==> config.mk <==
export PLATFORM = sky130hd
export DESIGN_NAME = masked_cmp
export DESIGN_NICKNAME = d
export VERILOG_FILES = /design/src/rtl/masked_cmp.sv
export SDC_FILE = /design/constraint.sdc
export NUM_CORES = 1
export LEC_CHECK = 0
export CORE_UTILIZATION = 21
export DETAILED_ROUTE_END_ITERATION = 12
export PLACE_DENSITY_LB_ADDON = 0.3
export SYNTH_ARGS = -nofsm -noshare
export SYNTH_HDL_FRONTEND = slang
export SYNTH_SLANG_ARGS = --single-unit
==> constraint.sdc <==
create_clock -name vclk -period 0.8
set_input_delay 0.08 -clock vclk [all_inputs]
set_output_delay 0.08 -clock vclk [all_outputs]
set_load 0.02 [all_outputs]
==> src/rtl/masked_cmp.sv <==
// masked_cmp: byte-lane equality compare where only lanes with mask=1 take part
module masked_cmp #(
  parameter int DATA_W = 32
) (
  input  logic [DATA_W-1:0]   a,
  input  logic [DATA_W-1:0]   b,
  input  logic [DATA_W/8-1:0] mask,
  output logic                eq
);
  logic [DATA_W/8-1:0] lane_ok;
  for (genvar i = 0; i < DATA_W / 8; i++) begin : g_lane
    assign lane_ok[i] = !mask[i] || a[8*i +: 8] == b[8*i +: 8];
  end
  assign eq = &lane_ok;
endmodule

==> out/metrics.yaml <==
setup_path:
  path_max_fanout: 1
  criticalPathCategory: "input pin to output port"
  slowest_delay_ns: 0.23
  critPathRequiredTime_ns: 0.72
  startpoint_type: "input pin"
  cp_cell_sequence: "buf_2 -> xnor2_1 -> nand4_1 -> o21ai_1 -> and4_4 -> buf_6"
  critPathSlowestCell: "and4_4"
  end_kind: "output port"
  worstPathArrival_ns: 0.95
logic_synthesis:
  syn_avg_cell_area_sq_um: 7.98
  yosys.area.top_type_share_pct: 78.0
  synth_mux_area_share_pct: 0
  synth_compound_area_share_pct: 5.57
  synthTopCellsByCount: "xnor2_1 (32), nand4_1 (8), o21ai_1 (4)"
  netlist_area_sq_um: 359
  synth_cells: 45
  synth_top_family_by_area: "XOR/XNOR gates"
  synth_simple_gate_area_share_pct: 16.4
  synth_area_leaders: "xnor2_1 (78%), nand4_1 (14%), o21ai_1 (5.6%), and4_1 (2.4%)"
  ys_seq_area_share_pct: 0
  synth_fa_ha_area_share_pct: 0
  synth-xor-area-share_pct: 78.0
  post-synth-top-count-cell: "xnor2_1"
  yosysTopAreaCell: "xnor2_1"
  synth_cell_type_count: 4
  yosys_warnings: 0
  syn-num-nets: 113
grt:
  grt_start_max_net_pins: 2
  antenna_found_initial: 0
  grt_pass1_vias: 580
  grt_usage_pct: 15.3
  grt_overflow_total: 0
  grt_pass1_wl_microns: 2320
detailed_routing:
  dr_wl_met3_microns: 166
  drt_iter0_drc: 4
  vias_per_cell: 4.52
  drc: 4
  routed_wl_microns: 1390
  wl_met2_microns: 782
  vias: 587
  wl_per_cell_microns: 10.7
  drtPass1Iterations: 7
  m1WireLength_microns: 437
  drtAntennaViolNets: 0
  top_layer_used: "met3"
placement:
  io_buffers: 69
  dpl-instance-area_sq_um: 1070
  gp_congestion: 0.627
die:
  dieArea_sq_um: 1880
  die_y_microns: 43.4
  start_util_pct: 23.0
  die_w_microns: 43.4
  rows: 14
  core_sq_um: 1560
  ioPinCount: 69
status:
  run_status: "finished with violations"
  violations: "design-rule violations, negative setup slack"
power_and_ir_drop:
  pwr-share-clk_pct: 0
  p_total_mw: 0.502
  comb_power_share_pct: 100.0
  p_leak_nw: 0.470
  irDropWorstVdd_v: 0.000238
  p_switching_mw: 0.157
  internal-power_mw: 0.345
  power_density_nw_per_um2: 515
  p_sw_share_pct: 31.3
  seq_power_share_pct: 0
final_layout:
  area.growth.synth_to_final_pct: 171
  finish.instance_area_sq_um: 975
  final_nets: 184
  drive_gt1_share_pct: 71.1
  antenna_cells: 0
  register_area_sq_um: 0
  design.seq.count: 0
  clkbuf_count: 0
worst_hold_path:
  min_path_type: "input pin to output port"
timing:
  grt_setup_unrepaired: "yes"
  slew_headroom_pct: 90.5
  fin_setup_tns_ns: -0.229
  finalCritPeriodShare_pct: 129
  finalHoldViolCount: 0
  slew_violations: 0
  min_period_ns: 1.03
  worst_slack_ns: -0.229
  setup_viol_count_final: 1
  fmax_mhz: 972
  tightest_slew_ns: 0.142
clocking:
  post_cts_buffers: 0
  ctsHoldBuffers: 0
run:
  drv_cap: 0
## stage by stage
| step | utilization (%) | setup slack (ns) | cells | hold WS (ns) |
|---|---|---|---|---|
| final | 62.5 | -0.229 | 130 | 0.688 |
| after global routing | 62.5 | -0.315 | 130 | 0.730 |
| after CTS | 57.4 | -0.217 | 130 | 0.696 |
| after detailed placement | 68.7 | -1.06 | 130 | 1.39 |
| after global placement | 68.7 | -1.03 | 130 | 1.36 |
| after floorplan | - | 0.00645 | 45 | 0.404 |
## per-layer routing
| layer | GRT usage [%] | vias to the layer above |
|---|---|---|
| met5 | 0 | - |
| met4 | 0 | 0 |
| met3 | 3.33 | 0 |
| met2 | 30.6 | 35 |
| met1 | 17.3 | 257 |
| li1 | - | 295 |
## timing repair
action	CTS	global route
gates resized for setup	254	12
endpoints found under the setup margin	1	1
hold endpoints to repair	0	0
pin swaps	45	14
## final cells by class
cell class                      instances  area (sq um)
Multi-Input combinational cell         45           470
Timing Repair Buffer                   69           484
Tap cell                               16          20.0
Fill cell                             157           584
## cell usage in the layout (no fill, tap or decap), drive strengths merged
cell type	instances
buf	65
xnor2	32
nand4	8
clkdlybuf4s50	4
o21ai	4
and4	1
## worst max-delay path, delay by kind of cell
family / cells / cell delay (ns)
AND/OR/NAND/NOR: 2 / 0.33
buffers and inverters: 2 / 0.21
AO/OA/AOI/OAI: 1 / 0.17
XOR/XNOR: 1 / 0.15
## cells by family (layout without fill, tap and decap cells)
kind of cell | Yosys count | after routing
AO/OA/AOI/OAI | 4 | 4
XOR/XNOR | 32 | 32
buffers and inverters | 0 | 69
AND/OR/NAND/NOR | 9 | 9
## path summary, 6_finish.rpt
path              startpoint  to  slack, ns  cells past startpoint
setup / recovery        a[5]  eq      -0.23                      6
hold / removal         b[12]  eq       0.69                      6
## power groups by stage
stage	registers [mW]	logic (mW)	clock network, mW
after global routing	0	0.541	0
after global placement	0	0.526	0
final	0	0.502	0
after floorplan	0	0.161	0
after detailed placement	0	0.538	0
after CTS	0	0.462	0
Note: power is estimated with default switching activity, not from simulation.
